===== src/rtl/nibble_add_seq.sv =====
// Multi-cycle W-bit add/subtract built around a single 4-bit ripple-carry slice.
// One nibble per clock, LSB first, with a registered carry between nibbles.
module nibble_add_seq #(
    parameter int unsigned NIBBLES = 4
) (
    input  logic                   clk,
    input  logic                   rst,
    input  logic                   in_valid,
    output logic                   in_ready,
    input  logic                   op,
    input  logic [4*NIBBLES-1:0]   a,
    input  logic [4*NIBBLES-1:0]   b,
    input  logic                   cin,
    output logic                   out_valid,
    input  logic                   out_ready,
    output logic [4*NIBBLES-1:0]   sum,
    output logic                   cout,
    output logic                   ovf
);

    localparam int unsigned W    = 4 * NIBBLES;
    localparam int unsigned IDXW = (NIBBLES > 1) ? $clog2(NIBBLES) : 1;

    typedef enum logic [1:0] {
        S_IDLE = 2'd0,
        S_RUN  = 2'd1,
        S_DONE = 2'd2
    } state_t;

    state_t            r_state;
    logic [W-1:0]      r_a;
    logic [W-1:0]      r_b;
    logic              r_carry;
    logic [IDXW-1:0]   r_idx;
    logic [W-1:0]      r_sum;
    logic              r_cout;
    logic              r_ovf;
    logic              r_in_ready;
    logic              r_out_valid;

    state_t            w_state_nxt;
    logic [W-1:0]      w_a_nxt;
    logic [W-1:0]      w_b_nxt;
    logic              w_carry_nxt;
    logic [IDXW-1:0]   w_idx_nxt;
    logic [W-1:0]      w_sum_nxt;
    logic              w_cout_nxt;
    logic              w_ovf_nxt;
    logic              w_in_ready_nxt;
    logic              w_out_valid_nxt;

    logic [3:0]        w_a_nib;
    logic [3:0]        w_b_nib;
    logic [3:0]        w_slice_sum;
    logic              w_slice_c;
    logic [W-1:0]      w_sum_upd;
    logic              w_last;

    assign w_last = (r_idx == IDXW'(NIBBLES - 1));

    // Select the operand nibbles addressed by the current index.
    always_comb begin
        w_a_nib = 4'd0;
        w_b_nib = 4'd0;
        for (int n = 0; n < int'(NIBBLES); n++) begin
            if (r_idx == IDXW'(n)) begin
                w_a_nib = r_a[4*n +: 4];
                w_b_nib = r_b[4*n +: 4];
            end
        end
    end

    // 4-bit ripple-carry slice; w_slice_c ends as the slice carry-out.
    always_comb begin
        w_slice_sum = 4'd0;
        w_slice_c   = r_carry;
        for (int i = 0; i < 4; i++) begin
            w_slice_sum[i] = w_a_nib[i] ^ w_b_nib[i] ^ w_slice_c;
            w_slice_c      = (w_a_nib[i] & w_b_nib[i]) |
                             (w_slice_c & (w_a_nib[i] ^ w_b_nib[i]));
        end
    end

    // Merge the fresh slice result into the addressed sum nibble.
    always_comb begin
        w_sum_upd = r_sum;
        for (int n = 0; n < int'(NIBBLES); n++) begin
            if (r_idx == IDXW'(n)) begin
                w_sum_upd[4*n +: 4] = w_slice_sum;
            end
        end
    end

    // Next-state and datapath update.
    always_comb begin
        w_state_nxt = r_state;
        w_a_nxt     = r_a;
        w_b_nxt     = r_b;
        w_carry_nxt = r_carry;
        w_idx_nxt   = r_idx;
        w_sum_nxt   = r_sum;
        w_cout_nxt  = r_cout;
        w_ovf_nxt   = r_ovf;

        case (r_state)
            S_IDLE: begin
                if (in_valid) begin
                    w_a_nxt     = a;
                    w_b_nxt     = op ? ~b : b;
                    w_carry_nxt = op ? 1'b1 : cin;
                    w_idx_nxt   = '0;
                    w_sum_nxt   = '0;
                    w_cout_nxt  = 1'b0;
                    w_ovf_nxt   = 1'b0;
                    w_state_nxt = S_RUN;
                end
            end
            S_RUN: begin
                w_sum_nxt   = w_sum_upd;
                w_carry_nxt = w_slice_c;
                if (w_last) begin
                    w_cout_nxt  = w_slice_c;
                    w_ovf_nxt   = (r_a[W-1] == r_b[W-1]) && (w_slice_sum[3] != r_a[W-1]);
                    w_idx_nxt   = '0;
                    w_state_nxt = S_DONE;
                end else begin
                    w_idx_nxt = r_idx + IDXW'(1);
                end
            end
            S_DONE: begin
                if (out_ready) begin
                    w_state_nxt = S_IDLE;
                end
            end
            default: begin
                w_state_nxt = S_IDLE;
            end
        endcase

        w_in_ready_nxt  = (w_state_nxt == S_IDLE);
        w_out_valid_nxt = (w_state_nxt == S_DONE);
    end

    always_ff @(posedge clk) begin
        if (rst) begin
            r_state     <= S_IDLE;
            r_a         <= '0;
            r_b         <= '0;
            r_carry     <= 1'b0;
            r_idx       <= '0;
            r_sum       <= '0;
            r_cout      <= 1'b0;
            r_ovf       <= 1'b0;
            r_in_ready  <= 1'b1;
            r_out_valid <= 1'b0;
        end else begin
            r_state     <= w_state_nxt;
            r_a         <= w_a_nxt;
            r_b         <= w_b_nxt;
            r_carry     <= w_carry_nxt;
            r_idx       <= w_idx_nxt;
            r_sum       <= w_sum_nxt;
            r_cout      <= w_cout_nxt;
            r_ovf       <= w_ovf_nxt;
            r_in_ready  <= w_in_ready_nxt;
            r_out_valid <= w_out_valid_nxt;
        end
    end

    assign in_ready  = r_in_ready;
    assign out_valid = r_out_valid;
    assign sum       = r_sum;
    assign cout      = r_cout;
    assign ovf       = r_ovf;

endmodule


===== config.mk =====
export PLATFORM = sky130hd
export DESIGN_NAME = nibble_add_seq
export DESIGN_NICKNAME = d
export VERILOG_FILES = /design/src/rtl/nibble_add_seq.sv
export SDC_FILE = /design/constraint.sdc
export NUM_CORES = 1
export LEC_CHECK = 0
export ABC_CLOCK_PERIOD_IN_PS = 4100
export BUFFER_PORTS_ARGS = -buffer_cell sky130_fd_sc_hd__buf_2
export CAP_MARGIN = 20
export CORE_ASPECT_RATIO = 0.9
export CORE_MARGIN = 3
export CORE_UTILIZATION = 45
export CTS_BUF_LIST = sky130_fd_sc_hd__clkbuf_4
export DETAILED_ROUTE_END_ITERATION = 16
export HOLD_SLACK_MARGIN = 0.05
export PLACE_DENSITY = 0.74
export SLEW_MARGIN = 10
export SYNTH_ARGS = -nofsm -noshare
export SYNTH_HDL_FRONTEND = slang
export SYNTH_SLANG_ARGS = --single-unit

===== constraint.sdc =====
create_clock -name clk -period 4.1 [get_ports clk]
set_clock_uncertainty 0.2 [all_clocks]
set_input_delay 0.205 -clock clk [delete_from_list [all_inputs] [get_ports clk]]
set_output_delay 0.205 -clock clk [all_outputs]
set_load 0.1 [all_outputs]

==> results.yml <==
floorplanning:
  dieArea_sq_um: 7020
  ios: 58
  start_util_pct: 47.3
  rows: 26
  dieHeight_microns: 79.8
  core-area_sq_um: 5760
  die_x_microns: 88.0
drt:
  drtIter0Drc: 155
  num_vias: 2394
  routed_wl_microns: 6590
  drtAntennaViolNets: 0
  wl_per_cell_microns: 14.1
  viasPerCell: 5.12
  drc: 0
  dr.pass1.iters: 5
timing:
  period_share_pct: 92.3
  max_slew_margin_pct: 31.4
  rsz0062_at_grt: "no"
  fmaxAchievable_mhz: 264
  fin_ws_ps: 317
  hold_slack_ps: 73.1
  setup-tns-final_ps: 0
  report.final.slew_viol_count: 0
  final-setup-viol-count: 0
  tightest_slew_ps: 1030
  finalHoldViolCount: 0
  min_period_ps: 3780
clock_network:
  post-cts-setup-buffers: 0
  clk_latency_ps: 400
  cts_htree_levels: 3
  cts_tree: "done"
  cts_buffers: 9
  cts_buffer_depth: 2
  clkTransAtPathRegs_ps: 90
  cts_sinks: 57
  cts-root-buf: "clkbuf_4"
setup_path:
  startpoint_type: "register"
  worstSetupPathType: "register to register"
  end_kind: "register"
  cp.required_ps: 4220
  worst-path-max-fanout: 17
  crit_arrival_ps: 3910
yosys:
  ys_seq_area_share_pct: 41.9
  syn_area_sq_um: 2720
  synth.top_cell.area_share_pct: 41.9
  synth_common_cells: "dfxtp_1, nand2_1, a21oi_1, nor2_1, nand2b_1"
  syn-instance-count: 316
  synthArstFlopShare_pct: 0
  synth_warnings: 0
  yosysUniqueCellTypes: 33
  synth_most_common_cell: "dfxtp_1"
  synth.avg_cell_area_sq_um: 8.61
  yosys.area.top_type: "dfxtp_1"
  synth-seq-cells: 57
  synth_top_flop_cell: "dfxtp_1"
  synth_nets: 362
  synth_edf_count: 0
  synth_area_leaders: "dfxtp_1, a21oi_1, nand2_1"
grt:
  grt_first_pass_wirelength_microns: 10900
  grt_max_degree: 61
  antenna_found_initial: 0
  gr-usage-all-layers_pct: 20.1
  overflow: 0
  grt_pass1_vias: 2386
run_status:
  status: "completed"
layout:
  antennaDiodeCount: 0
  drive_above_1_share_pct: 20.1
  nets: 439
  final.fill_count: 505
  areaGrowthSynthToFinish_pct: 28.7
power_and_ir_drop:
  power.leakage_nw: 1.43
  powerDensity_nw_per_um2: 398
  ir_drop_v: 0.000200
placement:
  hpwl_microns: 4340
  portBuffers: 57
  gp_congestion: 0.887
  place_ws_ps: 396
worst_hold_path:
  holdCritPathClass: "input pin to register"
run:
  cap_violations: 0
==> final cells by class <==
class                           instances  area [sq um]  area share, %
Clock buffer                           10          75.1           2.14
Clock inverter                          6           106           3.04
Inverter                               13          48.8           1.39
Multi-Input combinational cell        220          1410           40.3
Sequential cell                        57          1140           32.6
Tap cell                               70          87.6           2.50
Timing Repair Buffer                   92           631           18.0
==> cells in the final DEF (no fill, tap or decap), types with 2 or more instances in the layout <==
master,instances
a211oi_1,13
a211oi_2,4
a21o_1,4
a21oi_1,40
a22o_1,2
a22oi_1,8
buf_2,57
buf_4,2
bufinv_16,3
clkbuf_4,10
dfxtp_1,57
dlygate4sd3_1,33
fa_1,4
ha_1,4
inv_1,13
mux2i_1,13
nand2_1,44
nand2b_1,15
nand3b_1,2
nand4b_1,4
nor2_1,20
o21ai_0,14
or3_1,4
xnor2_1,12
xor2_1,4
==> sequential cells by signal, summed over array words and instances, names as in the netlist <==
name       cells
r_a           16
r_idx          2
r_state        2
sum           16
r_carry        1
r_b           16
out_valid      1
cout           1
in_ready       1
ovf            1
==> critical path, cell delays in order, from the launching register on <==
cell and delay [ps]:
dfxtp_1 370, inv_1 100, ha_1 510, a21oi_1 70, o21ai_0 120, a22o_1 190, fa_1 170, inv_1 50
fa_1 390, fa_1 410, fa_1 490, or3_1 330, a21o_1 180, a21oi_1 120
==> metrics by stage <==
stage / power (mW) / cells / area, sq um / util, %
after floorplan: 0.799 / 316 / 2720 / -
final: 1.39 / 468 / 3500 / 60.8
after global routing: 1.45 / 468 / 3500 / 60.8
after CTS: 1.40 / 468 / 3500 / 60.8
after global placement: 0.851 / 419 / 2990 / 51.9
after detailed placement: 0.857 / 419 / 2990 / 51.9
==> kinds of logic after synthesis <==
group                    synth area share [%]
adder cells (fa/ha/maj)                  4.78
flip-flops                               41.9
AND/OR/NAND/NOR                          16.8
buffers and inverters                    6.39
XOR/XNOR                                 5.15
AO/OA/AOI/OAI                            20.2
multiplexers                             4.78
==> per-layer routing <==
metal | vias to the layer above | GRT usage [%] | wire length (microns)
li1 | 1229 | - | -
met1 | 1087 | 26.1 | 3000
met2 | 63 | 31.5 | 3090
met3 | 15 | 5.57 | 363
met4 | 0 | 7.98 | 140
met5 | - | 0 | 0
==> repair_timing <==
action                                 in CTS  in global routing
endpoints found under the hold margin      35                  0
resized for setup                           0                  0
setup endpoints to repair                   0                  0
hold buffers                               33                  0
==> power breakdown <==
part	total, mW	internal (mW)	switching [mW]
Sequential	0.612	0.587	0.0251
Combinational	0.257	0.105	0.152
Clock	0.523	0.313	0.211
==> final timing paths <==
check / from / slack [ps] / cells past startpoint / end
setup / recovery: r_idx[0] / 320 / 13 / ovf
hold / removal: cin / 70 / 3 / r_carry
hold reg to reg: r_a[9] / 260 / 2 / r_a[9]
setup reg to reg: r_idx[0] / 320 / 13 / ovf
No activity file was read; power rests on OpenSTA's default activity.
